### config.mk
export PLATFORM = sky130hd
export DESIGN_NAME = hazard_scoreboard
export DESIGN_NICKNAME = d
export VERILOG_FILES = /design/src/rtl/hzd_pkg.sv /design/src/rtl/hzd_port_sel.sv /design/src/rtl/hazard_scoreboard.sv
export SDC_FILE = /design/constraint.sdc
export NUM_CORES = 1
export LEC_CHECK = 0
export ABC_AREA = 0
export BUFFER_PORTS_ARGS = -buffer_cell sky130_fd_sc_hd__buf_2
export CAP_MARGIN = 30
export CORE_MARGIN = 2
export CORE_UTILIZATION = 45
export DETAILED_ROUTE_END_ITERATION = 8
export MAX_ROUTING_LAYER = met4
export PLACE_DENSITY_LB_ADDON = 0.12
export SKIP_CTS_REPAIR_TIMING = 1
export SLEW_MARGIN = 40
export SYNTH_ARGS = -nofsm -noshare
export SYNTH_HDL_FRONTEND = slang
export SYNTH_SLANG_ARGS = --single-unit
### constraint.sdc
create_clock -name clk -period 3.55 [get_ports clk]
set_input_delay 0.1775 -clock clk [delete_from_list [all_inputs] [get_ports clk]]
set_output_delay 0.1775 -clock clk [all_outputs]
set_load 0.05 [all_outputs]
### src/rtl/hzd_pkg.sv
// -----------------------------------------------------------------------------
// hzd_pkg
// Shared types for the ID-stage hazard scoreboard:
//   fwd_sel_e  - two-bit forward-select encoding driven on fwdCtrl per read port
//   hzd_reg_t  - register index as stored in a shadow entry (upper bits zero)
//   shadow_t   - one pipeline shadow entry {valid, wr_reg, wr_en, is_load}
// -----------------------------------------------------------------------------
package hzd_pkg;

    // Shadow entries store indices at a fixed width so the struct can live in
    // the package; the top zero-extends REG_W-wide indices into it, so REG_W
    // must not exceed this value.
    localparam int unsigned HZD_MAX_REG_W = 8;

    typedef logic [HZD_MAX_REG_W-1:0] hzd_reg_t;

    typedef enum logic [1:0] {
        NO_FWD       = 2'b00,
        FWD_FROM_EX  = 2'b01,
        FWD_FROM_MEM = 2'b10,
        FWD_FROM_WB  = 2'b11
    } fwd_sel_e;

    typedef struct packed {
        logic     valid;
        hzd_reg_t wr_reg;
        logic     wr_en;
        logic     is_load;
    } shadow_t;

    localparam shadow_t SHADOW_BUBBLE = '0;

endpackage

### src/rtl/hzd_port_sel.sv
// -----------------------------------------------------------------------------
// hzd_port_sel
// Forward select and load-use detection for a single ID-stage read port.
// Purely combinational.
// Ports:
//   rd_reg_i   [REG_W-1:0]  source register index
//   rd_en_i                 port reads a register
//   ex_i/mem_i/wb_i         shadow entries of the three downstream stages
//   fwd_sel_o  [1:0]        youngest matching producer, or NO_FWD
//   load_use_o              operand is produced by a load still in EX
// -----------------------------------------------------------------------------
module hzd_port_sel
    import hzd_pkg::*;
#(
    parameter int REG_W = 4
) (
    input  logic [REG_W-1:0] rd_reg_i,
    input  logic             rd_en_i,
    input  shadow_t          ex_i,
    input  shadow_t          mem_i,
    input  shadow_t          wb_i,
    output logic [1:0]       fwd_sel_o,
    output logic             load_use_o
);

    hzd_reg_t rd_ext;
    logic     active;
    logic     hit_ex;
    logic     hit_mem;
    logic     hit_wb;

    // r0 is hard-wired zero, so it never needs (or may take) a forwarded value.
    assign rd_ext  = hzd_reg_t'(rd_reg_i);
    assign active  = rd_en_i && (rd_reg_i != '0);
    assign hit_ex  = ex_i.valid  && ex_i.wr_en  && (ex_i.wr_reg  == rd_ext);
    assign hit_mem = mem_i.valid && mem_i.wr_en && (mem_i.wr_reg == rd_ext);
    assign hit_wb  = wb_i.valid  && wb_i.wr_en  && (wb_i.wr_reg  == rd_ext);

    // NOTE: every output of an always_comb block gets a default first, so no
    // path through the block can leave it unassigned and infer a latch.
    always_comb begin
        fwd_sel_o  = NO_FWD;
        load_use_o = 1'b0;
        if (active) begin
            // Youngest producer wins: EX holds the most recent write.
            if (hit_ex) begin
                fwd_sel_o = FWD_FROM_EX;
            end else if (hit_mem) begin
                fwd_sel_o = FWD_FROM_MEM;
            end else if (hit_wb) begin
                fwd_sel_o = FWD_FROM_WB;
            end
            load_use_o = hit_ex && ex_i.is_load;
        end
    end

    // The load flag only matters in EX; older stages carry it along unused.
    logic unused_load_bits;
    assign unused_load_bits = &{1'b0, mem_i.is_load, wb_i.is_load};

endmodule

### src/rtl/hazard_scoreboard.sv
// -----------------------------------------------------------------------------
// hazard_scoreboard
// ID-stage hazard unit for an in-order pipeline: forward selects for each
// read port, load-use stall, and a pending-register scoreboard for
// long-latency (mul/div) ops that complete out of band.
// Optional feature macro: HZD_STATS_EN adds a saturating 16-bit stall counter.
// Ports:
//   clk, rst                    clock, synchronous active-high reset
//   id_valid                    ID holds a valid instruction
//   id_rdReg  [NUM_RD*REG_W-1:0] source indices, port i at [i*REG_W +: REG_W]
//   id_rdEn   [NUM_RD-1:0]      per-port read enable
//   id_wrReg, id_wrEn           destination index / destination written
//   id_isLoad, id_isLong        memory load / long-latency op
//   flush                       kill the ID instruction this cycle
//   long_done, long_wrReg       long unit write-back and its destination
//   fwdCtrl   [2*NUM_RD-1:0]    per-port forward select, port i at [2i+1:2i]
//   stall                       hold PC/ID, inject a bubble into EX
//   long_busy                   at least one long op outstanding (registered)
//   stall_cnt [15:0]            cycles with stall=1 (HZD_STATS_EN only)
// -----------------------------------------------------------------------------
module hazard_scoreboard
    import hzd_pkg::*;
#(
    parameter int NUM_RD     = 2,
    parameter int REG_W      = 4,
    parameter int LONG_DEPTH = 2
) (
    input  logic                    clk,
    input  logic                    rst,
    input  logic                    id_valid,
    input  logic [NUM_RD*REG_W-1:0] id_rdReg,
    input  logic [NUM_RD-1:0]       id_rdEn,
    input  logic [REG_W-1:0]        id_wrReg,
    input  logic                    id_wrEn,
    input  logic                    id_isLoad,
    input  logic                    id_isLong,
    input  logic                    flush,
    input  logic                    long_done,
    input  logic [REG_W-1:0]        long_wrReg,
    output logic [2*NUM_RD-1:0]     fwdCtrl,
    output logic                    stall,
    output logic                    long_busy
`ifdef HZD_STATS_EN
    ,
    output logic [15:0]             stall_cnt
`endif
);

    localparam int NUM_REGS = 2 ** REG_W;
    localparam int CNT_W    = $clog2(LONG_DEPTH + 1);
    localparam logic [CNT_W-1:0] CNT_FULL = CNT_W'(LONG_DEPTH);

    shadow_t             ex_q, ex_d, mem_q, wb_q;
    logic [NUM_REGS-1:0] pend_q, pend_d;
    logic [CNT_W-1:0]    out_q, out_d;
    logic                long_busy_q;

    logic [NUM_RD-1:0]   load_use_hit;
    logic                raw_hit;
    logic                waw_hit;
    logic                long_full;
    logic                id_take;
    logic                long_accept;
    logic                done_ok;

    // ---------------- per-port forwarding / load-use ----------------
    for (genvar i = 0; i < NUM_RD; i++) begin : g_port
        hzd_port_sel #(.REG_W(REG_W)) u_port_sel (
            .rd_reg_i   (id_rdReg[i*REG_W +: REG_W]),
            .rd_en_i    (id_rdEn[i]),
            .ex_i       (ex_q),
            .mem_i      (mem_q),
            .wb_i       (wb_q),
            .fwd_sel_o  (fwdCtrl[2*i +: 2]),
            .load_use_o (load_use_hit[i])
        );
    end

    // ---------------- scoreboard hazards ----------------
    always_comb begin
        raw_hit = 1'b0;
        for (int i = 0; i < NUM_RD; i++) begin
            raw_hit = raw_hit
                    | (id_rdEn[i]
                       && (id_rdReg[i*REG_W +: REG_W] != '0)
                       && pend_q[id_rdReg[i*REG_W +: REG_W]]);
        end
    end

    assign waw_hit   = id_wrEn && pend_q[id_wrReg];
    assign long_full = id_isLong && (out_q == CNT_FULL);

    // An empty ID slot never stalls; flush is applied independently of stall.
    assign stall       = id_valid && ((|load_use_hit) || raw_hit || waw_hit || long_full);
    assign id_take     = id_valid && !stall && !flush;
    assign long_accept = id_take && id_isLong && id_wrEn;
    // A completion with nothing outstanding is stale (e.g. issued before a reset).
    assign done_ok     = long_done && (out_q != '0);

    // ---------------- next state ----------------
    always_comb begin
        ex_d = SHADOW_BUBBLE;
        if (id_take) begin
            ex_d.valid   = 1'b1;
            ex_d.wr_reg  = hzd_reg_t'(id_wrReg);
            // Long ops write back through the scoreboard, not the pipeline.
            ex_d.wr_en   = id_wrEn && !id_isLong;
            ex_d.is_load = id_isLoad;
        end

        pend_d = pend_q;
        if (done_ok) begin
            pend_d[long_wrReg] = 1'b0;
        end
        if (long_accept && (id_wrReg != '0)) begin
            pend_d[id_wrReg] = 1'b1;
        end

        out_d = out_q;
        unique case ({long_accept, done_ok})
            2'b10:   out_d = out_q + CNT_W'(1);
            2'b01:   out_d = out_q - CNT_W'(1);
            default: out_d = out_q;
        endcase
    end

    // NOTE: sequential state uses non-blocking assignments so every register
    // samples its pre-edge value, making MEM<=EX and WB<=MEM order-independent.
    always_ff @(posedge clk) begin
        if (rst) begin
            ex_q        <= SHADOW_BUBBLE;
            mem_q       <= SHADOW_BUBBLE;
            wb_q        <= SHADOW_BUBBLE;
            pend_q      <= '0;
            out_q       <= '0;
            long_busy_q <= 1'b0;
        end else begin
            ex_q        <= ex_d;
            mem_q       <= ex_q;
            wb_q        <= mem_q;
            pend_q      <= pend_d;
            out_q       <= out_d;
            // Registered from the next count so it tracks out_q with no lag.
            long_busy_q <= (out_d != '0);
        end
    end

    assign long_busy = long_busy_q;

`ifdef HZD_STATS_EN
    logic [15:0] stall_cnt_q;

    always_ff @(posedge clk) begin
        if (rst) begin
            stall_cnt_q <= '0;
        end else if (stall && (stall_cnt_q != 16'hFFFF)) begin
            stall_cnt_q <= stall_cnt_q + 16'd1;
        end
    end

    assign stall_cnt = stall_cnt_q;
`endif

endmodule

==> flow_summary.yaml, run 1 <==
synth:
  synth_area_um2: 2330
  synthFlopType: "dfxtp_1"
  synth_cell_type_count: 47
  yosysSeqAreaShare: 0.326
  yosys_register_bits: 38
  synth_fp_nets: 291
  yosys_warnings: 0
  synth_edf_count: 0
  async_flop_share: 0
  avgSynthCellArea_um2: 8.83
  postSynthCellCount: 264
timing:
  fin_ws_ns: 0.831
  tightestPinTransition_ns: 0.594
  setup-violations-final: 0
  rsz0062_at_grt: "false"
  fin_crit_ns: 2.72
  final_hold_viol_count: 0
  timing.fmax_mhz: 368
  slew_headroom: 0.598
  setup_tns_ns: 0
  drv_slew: 0
  fin_crit_sh: 0.766
  fin_worst_skew_ns: 0.00422
floorplan:
  io_pins: 32
  chipHeight_um: 76.0
  row_count: 26
  core-area_um2: 5040
  die_width_um: 76.0
  start_util: 0.462
  fp.dieArea_um2: 5770
global_routing:
  grt_max_degree: 23
  grt_pass1_wl_um: 10300
  grt_pass1_vias: 2013
  antenna_found_initial: 0
  grt_overflow_total: 0
  track_usage: 0.232
layout:
  multiInputGateArea_um2: 1440
  fillers: 482
  utilization: 0.521
  most-common-layout-cells: "dfxtp_1 (38), buf_2 (31), nand2_1 (21), nor2_1 (21), nor2b_1 (18)"
  n_antenna_cell: 0
  syn_to_final_growth_pct: 12.7
  seq_area_um2: 761
  nets: 313
  drive_above_1_share: 0.192
  final_common_cell: "dfxtp_1"
critical_path:
  rr_endpoint: "long_busy"
  crit_type: "flop to flop"
  crit_path_max_fanout: 4
  reg2reg_depth: 10
  start_kind: "flop"
  cp_data_required_time_ns: 3.72
  rrSetupSlack_ns: 0.83
  arrival_ns: 2.89
  rr_startpoint: "pend_q[3]"
  worstSetupEndpointType: "flop"
clocking:
  root_buffer: "clkbuf_8"
  ctsHtreeMaxLevel: 2
  cts.sinks: 38
  cts_buffer_depth: 2
  cts_tree: "yes"
  cts_buffers: 5
  clock_latency_ns: 0.29
  clk_pin_slew_worst_paths_ns: 0.08
drt:
  routed_via_density: 5.73
  drcViolationCount: 0
  first_pass_iters: 4
  post_drt_wl_per_cell_um: 17.2
  antenna_left: 0
  drt_wl_total_um: 6130
  vias: 2047
  drt-initial-drc-count: 92
placement:
  gp_congestion: 0.897
  numPortBuffers: 31
  dpl.hpwl_um: 4600
  pre_cts_slack_ns: 0.620
pwr:
  p_leak_nw: 1.00
  pwr_density_cell_nw_per_um2: 391
  ir_drop_v: 0.000176
status:
  status: "finished clean"
min_path:
  hold_depth: 3
  worstHoldStart: "id_isLoad"
  hold-path-endpoint: "ex_q[0]"
  hp-class: "input pin to flop"
flow_run:
  drv_cap: 0
[final cells by class]
| cell class | instances | area share |
|---|---|---|
| clock buffers | 5 | 0.0262 |
| repair buffers | 32 | 0.0619 |
| multi-input cells | 199 | 0.548 |
| clock inverters | 3 | 0.0262 |
| flip-flops and latches | 38 | 0.290 |
| inverters | 10 | 0.0143 |
| well taps | 70 | 0.0333 |
[routing by layer]
layer	track usage	up-vias	routed length, um
met2	0.384	62	2970
met4	0.0891	0	176
met3	0.0403	18	248
li1	-	1006	-
met1	0.284	961	2730
met5	-	-	0
[through the flow]
step                area [um2]  power [mW]  hold WS (ns)  instances
detailed placement        2490       0.588         0.405        349
global route              2630        1.07         0.102        357
finish                    2630        1.03        0.0894        357
floorplan                 2330       0.549         0.249        264
global placement          2490       0.588         0.406        349
CTS                       2630        1.04        0.0801        357
[cell families (layout without fill, tap and decap cells)]
group           after synthesis  in the layout  synth area share
simple gates                104            104             0.240
compound gates               52             52             0.171
flops                        38             38             0.326
buf+inv                      27             50            0.0558
xor+xnor                     25             25            0.0939
mux                          17             17             0.108
fa+ha+maj                     1              1           0.00537
[critical path: stages, from the launching register on]
cell and delay [ns]:
dfxtp_1 0.36, mux4_1 0.53, a2bb2oi_1 0.14, nand3_1 0.10, and4_4 0.23, nand3_4 0.07, or4_4 0.48, ha_1 0.31
nor2_1 0.13, xnor2_1 0.14, a21oi_1 0.09
[cells in the mapped netlist, drive strengths merged, types with 9 or more instances]
master  count  share of area
nand3      17          0.042
xnor2      10          0.038
xor2       15          0.056
o21ai      13          0.028
inv        10          0.016
nand2      21          0.034
nor2       21          0.034
clkbuf     11          0.018
dfxtp      38           0.33
o211ai     11          0.035
nor2b      18          0.048
mux2i       9          0.039
[registers in the layout, indices dropped and copies added (netlist names)]
name / cells
pend_q: 16
long_busy: 1
mem_q: 6
out_q: 2
ex_q: 7
wb_q: 6
[how the worst max path moves through the flow]
stage / start / slack, ns / endpoint
final: pend_q[3] / 0.83 / long_busy
after global routing: pend_q[9] / 0.69 / long_busy
after CTS: pend_q[3] / 0.84 / long_busy
after detailed placement: id_wrReg[1] / 0.62 / long_busy
after global placement: id_wrReg[1] / 0.67 / long_busy
after floorplan: id_rdReg[6] / 0.98 / long_busy
[report_power, final]
part | switching, mW | internal [mW] | total, mW
clock network | 0.166 | 0.282 | 0.448
logic | 0.0908 | 0.0493 | 0.140
registers | 0.00588 | 0.433 | 0.439
total | 0.263 | 0.764 | 1.03
Power figures use the tool's default switching activity.
==> run 2: changes to the inputs <==
clock period = 2.78 ns   (was 3.55 ns; I/O delays follow)
==> flow_summary.yaml, run 2 (synthesis results as in run 1) <==
placement:
  dpl.hpwl_um: 4910
  gp_congestion: 0.964
  numPortBuffers: 31
layout:
  nets: 324
  top_regs: "pend_q: 16 flops, ex_q: 7 flops"
  most-common-layout-cells: "dfxtp_1 (33), buf_2 (31), nand2_1 (21), nor2_1 (21), nor2b_1 (18)"
  largest_reg_flops: 16
  n_antenna_cell: 0
  syn_to_final_growth_pct: 17.4
  largest_register: "pend_q"
  fillers: 486
  utilization: 0.543
  final_common_cell: "dfxtp_1"
  drive_above_1_share: 0.252
critical_path:
  crit_type: "flop to flop"
  rrSetupSlack_ns: 0.13
  start_kind: "flop"
  cp_data_required_time_ns: 2.95
  cp_top_family: "compound AO/OA/AOI/OAI gates"
  worstSetupEndpointType: "flop"
  crit_buf_inv: 0
  critPathMaxStageDelay_ns: 0.50
  crit_chain: "mux2_1 > o311ai_1 > a311oi_1 > a31oi_4 > nand3_4 > or4_4 > ha_4 > xnor2_2 > nor2_1 > xnor2_1 > a21oi_1"
  arrival_ns: 2.83
  cp_slowest_cell: "or4_4"
  crit_path_max_fanout: 4
pwr:
  ir_drop_v: 0.000338
  power.internal_mw: 0.985
  power_frac_comb: 0.146
  p_leak_nw: 1.06
  pwr-share-clk: 0.432
  pwr_density_cell_nw_per_um2: 485
  pwr-share-seq: 0.422
  p_sw_frac: 0.258
  p_sw_mw: 0.343
timing:
  timing.fmax_mhz: 377
  slew_headroom: 0.662
  setup_tns_ns: 0
  final_hold_viol_count: 0
  fin_crit_ns: 2.65
  tightestPinTransition_ns: 0.502
  fin_crit_sh: 0.954
  fin_worst_skew_ns: 0.00699
  rsz0062_at_grt: "false"
  drv_slew: 0
  setup-violations-final: 0
drt:
  drt_wl_total_um: 6370
  drcViolationCount: 0
  first_pass_iters: 4
  vias: 2092
  post_drt_wl_per_cell_um: 17.3
  antenna_left: 0
  drt-initial-drc-count: 144
  routed_via_density: 5.68
clocking:
  cts_buffers: 5
  ctsHtreeMaxLevel: 2
  cts_tree: "yes"
  clock_latency_ns: 0.30
  clk_pin_slew_worst_paths_ns: 0.08
  cts_buffer_depth: 2
  cts.sinks: 38
  root_buffer: "clkbuf_8"
floorplan:
  start_util: 0.462
  row_count: 26
  io_pins: 32
  die_width_um: 76.0
  fp.dieArea_um2: 5770
  core-area_um2: 5040
  chipHeight_um: 76.0
global_routing:
  grt_max_degree: 23
  grt_pass1_wl_um: 10400
  grt_pass1_vias: 2037
  track_usage: 0.235
  grt_overflow_total: 0
  antenna_found_initial: 0
flow_run:
  drv_cap: 0
min_path:
  hp-class: "input pin to flop"
status:
  status: "finished clean"
[run 2: power groups by stage]
stage | combinational [mW] | clock (mW) | sequential [mW]
3_5_place_dp | 0.188 | 0 | 0.573
5_1_grt | 0.211 | 0.609 | 0.562
3_3_place_gp | 0.189 | 0 | 0.573
6_report | 0.194 | 0.574 | 0.560
2_1_floorplan | 0.124 | 0 | 0.577
4_1_cts | 0.188 | 0.580 | 0.560
[run 2: metrics by stage]
stage | hold slack (ns) | worst slack (ns) | total power, mW | instance area, um2 | std cells
floorplan | 0.211 | 0.226 | 0.701 | 2330 | 264
global placement | 0.409 | 0.0725 | 0.761 | 2570 | 360
detailed placement | 0.406 | 0.0320 | 0.761 | 2570 | 360
CTS | 0.0886 | 0.0423 | 1.33 | 2710 | 368
global route | 0.0938 | 0.0327 | 1.38 | 2740 | 368
finish | 0.0883 | 0.127 | 1.33 | 2740 | 368
[run 2: per-layer routing]
metal	vias up	global-route usage	wire length, um
met5	-	-	0
met4	0	0.105	178
met3	14	0.0474	379
met2	69	0.381	3100
met1	988	0.285	2720
li1	1021	-	-
[run 2: final cells by class]
type                       instances  area, um2  share of cell area
timing repair buffer              43        245              0.0896
tap                               70       87.6              0.0320
clock buffer                       5       68.8              0.0251
multi-input combinational        199       1460               0.534
inverter                          10       37.5              0.0137
sequential                        38        767               0.280
clock inverter                     3       68.8              0.0251
[run 2: worst reg2reg max path: stages, from the launching register on]
cell and delay, ns:
dfxtp_1 0.36, mux2_1 0.34, o311ai_1 0.26, a311oi_1 0.13, a31oi_4 0.21, nand3_4 0.09, or4_4 0.50, ha_4 0.18
xnor2_2 0.13, nor2_1 0.06, xnor2_1 0.19, a21oi_1 0.09
[run 2: path summary, 6_finish.rpt]
path,startpoint,endpoint,depth (start not counted)
hold reg to reg,ex_q[10],mem_q[10],1
setup reg to reg,pend_q[9],long_busy,11
setup / recovery,pend_q[9],long_busy,11
hold / removal,id_isLoad,ex_q[0],3
==> run 3: changes to the inputs <==
SYNTH_HIERARCHICAL = 1   (was not set)
==> flow_summary.yaml, run 3 <==
drt:
  post_drt_wl_per_cell_um: 15.7
  antenna_left: 0
  drt-initial-drc-count: 76
  drcViolationCount: 0
  routed_via_density: 5.54
  first_pass_iters: 4
  drt_wl_total_um: 6570
  vias: 2312
placement:
  post_dp_cell_area_um2: 2820
  pre_cts_slack_ns: 0.0397
  numPortBuffers: 31
  dpl.hpwl_um: 4890
  gp_congestion: 0.851
global_routing:
  grt_pass1_vias: 2237
  track_usage: 0.240
  grt_max_degree: 24
  antenna_found_initial: 0
  grt_overflow_total: 0
  grt_pass1_wl_um: 11000
flow_run:
  drv_cap: 0
timing:
  fin_crit_sh: 0.940
  timing.fmax_mhz: 383
  final_hold_viol_count: 0
  fin_worst_skew_ns: 0.00529
  setup_tns_ns: 0
  drv_slew: 0
  fin_crit_ns: 2.61
  rsz0062_at_grt: "false"
  setup-violations-final: 0
  fin_ws_ns: 0.166
critical_path:
  start_kind: "flop"
  cp_data_required_time_ns: 2.95
  crit_type: "flop to flop"
  rr_endpoint: "long_busy"
  crit_path_max_fanout: 4
  rrSetupSlack_ns: 0.17
  reg2reg_depth: 9
  arrival_ns: 2.79
  cp_slowest_cell: "or4_1"
  worstSetupEndpointType: "flop"
  rr_startpoint: "pend_q[4]"
  crit_chain: "mux4_2 > o21ai_1 > o32a_1 > nand2_4 > or4_1 > ha_1 > nor2_2 > xnor2_2 > a21oi_1"
  critPathMaxStageDelay_ns: 0.51
layout:
  drive_above_1_share: 0.207
  largest_reg_flops: 16
  utilization: 0.562
  final_area_um2: 2910
  nets: 374
  fillers: 495
  syn_to_final_growth_pct: 19.4
  largest_register: "pend_q"
  final_common_cell: "dfxtp_1"
  most-common-layout-cells: "dfxtp_1 (38), buf_2 (31), conb_1 (24), nor2b_1 (21), nor2_1 (20)"
  top_regs: "pend_q: 16 flops, ex_q: 7 flops"
  n_antenna_cell: 0
pwr:
  ir_drop_v: 0.000207
  pwr_density_cell_nw_per_um2: 391
  p_leak_nw: 1.15
floorplan:
  die_width_um: 77.6
  start_util: 0.471
  fp.dieArea_um2: 6010
  chipHeight_um: 77.6
  row_count: 26
  core-area_um2: 5170
  io_pins: 32
min_path:
  hold_depth: 3
  hp-class: "input pin to flop"
  worstHoldStart: "id_isLoad"
  hold-path-endpoint: "ex_q[0]"
synth:
  synth_area_um2: 2430
  postSynthCellCount: 283
  yosys_warnings: 6
  avgSynthCellArea_um2: 8.60
clocking:
  ctsHtreeMaxLevel: 2
  clk_pin_slew_worst_paths_ns: 0.07
  cts.sinks: 38
  root_buffer: "clkbuf_8"
  cts_tree: "yes"
  clock_latency_ns: 0.30
  cts_buffer_depth: 2
  cts_buffers: 5
status:
  status: "finished clean"
==> run 3: worst max-delay path by stage <==
stage	startpoint	depth (start not counted)	slack, ns	to
after floorplan	pend_q[3]	10	0.26	long_busy
after global routing	pend_q[4]	9	0.009	long_busy
after detailed placement	id_rdReg[1]	12	0.04	long_busy
after CTS	pend_q[4]	9	0.13	long_busy
final	pend_q[4]	9	0.17	long_busy
after global placement	id_rdReg[1]	13	0.11	long_busy
==> run 3: per-stage QoR <==
stage / hold slack [ns] / power [mW] / std cells
floorplan: 0.257 / 0.700 / 306
global placement: 0.374 / 0.780 / 410
detailed placement: 0.368 / 0.780 / 410
CTS: 0.0542 / 1.14 / 417
global route: 0.0961 / 1.19 / 417
finish: 0.0617 / 1.14 / 417
==> run 3: critical path: cells and delay by family, from the launching register on <==
kind	cells	cell delay, ns
AND/OR/NAND/NOR	3	0.73
AO/OA/AOI/OAI	3	0.47
multiplexers	1	0.47
flip-flops	1	0.36
adder cells (fa/ha/maj)	1	0.32
XOR/XNOR	1	0.13
==> run 3: area by class of cell <==
| cell class | count | area [um2] | area share |
|---|---|---|---|
| clock inverters | 2 | 10.0 | 0.00344 |
| well taps | 70 | 87.6 | 0.0301 |
| multi-input cells | 248 | 1680 | 0.576 |
| inverters | 6 | 22.5 | 0.00775 |
| repair buffers | 48 | 283 | 0.0972 |
| clock buffers | 5 | 68.8 | 0.0237 |
| flip-flops and latches | 38 | 761 | 0.262 |
==> run 3: per-layer routing <==
| metal | global-route usage | part of all wire | up-vias |
|---|---|---|---|
| met4 | 0.105 | 0.020 | 0 |
| met3 | 0.0360 | 0.039 | 12 |
| met5 | - | 0 | - |
| met2 | 0.391 | 0.49 | 63 |
| met1 | 0.295 | 0.45 | 1082 |
| li1 | - | - | 1155 |
==> run 3: report_power, final <==
group	leakage (nW)	internal, mW	switching (mW)
logic	0.804	0.0794	0.130
clock network	0.0438	0.168	0.197
registers	0.307	0.553	0.00778
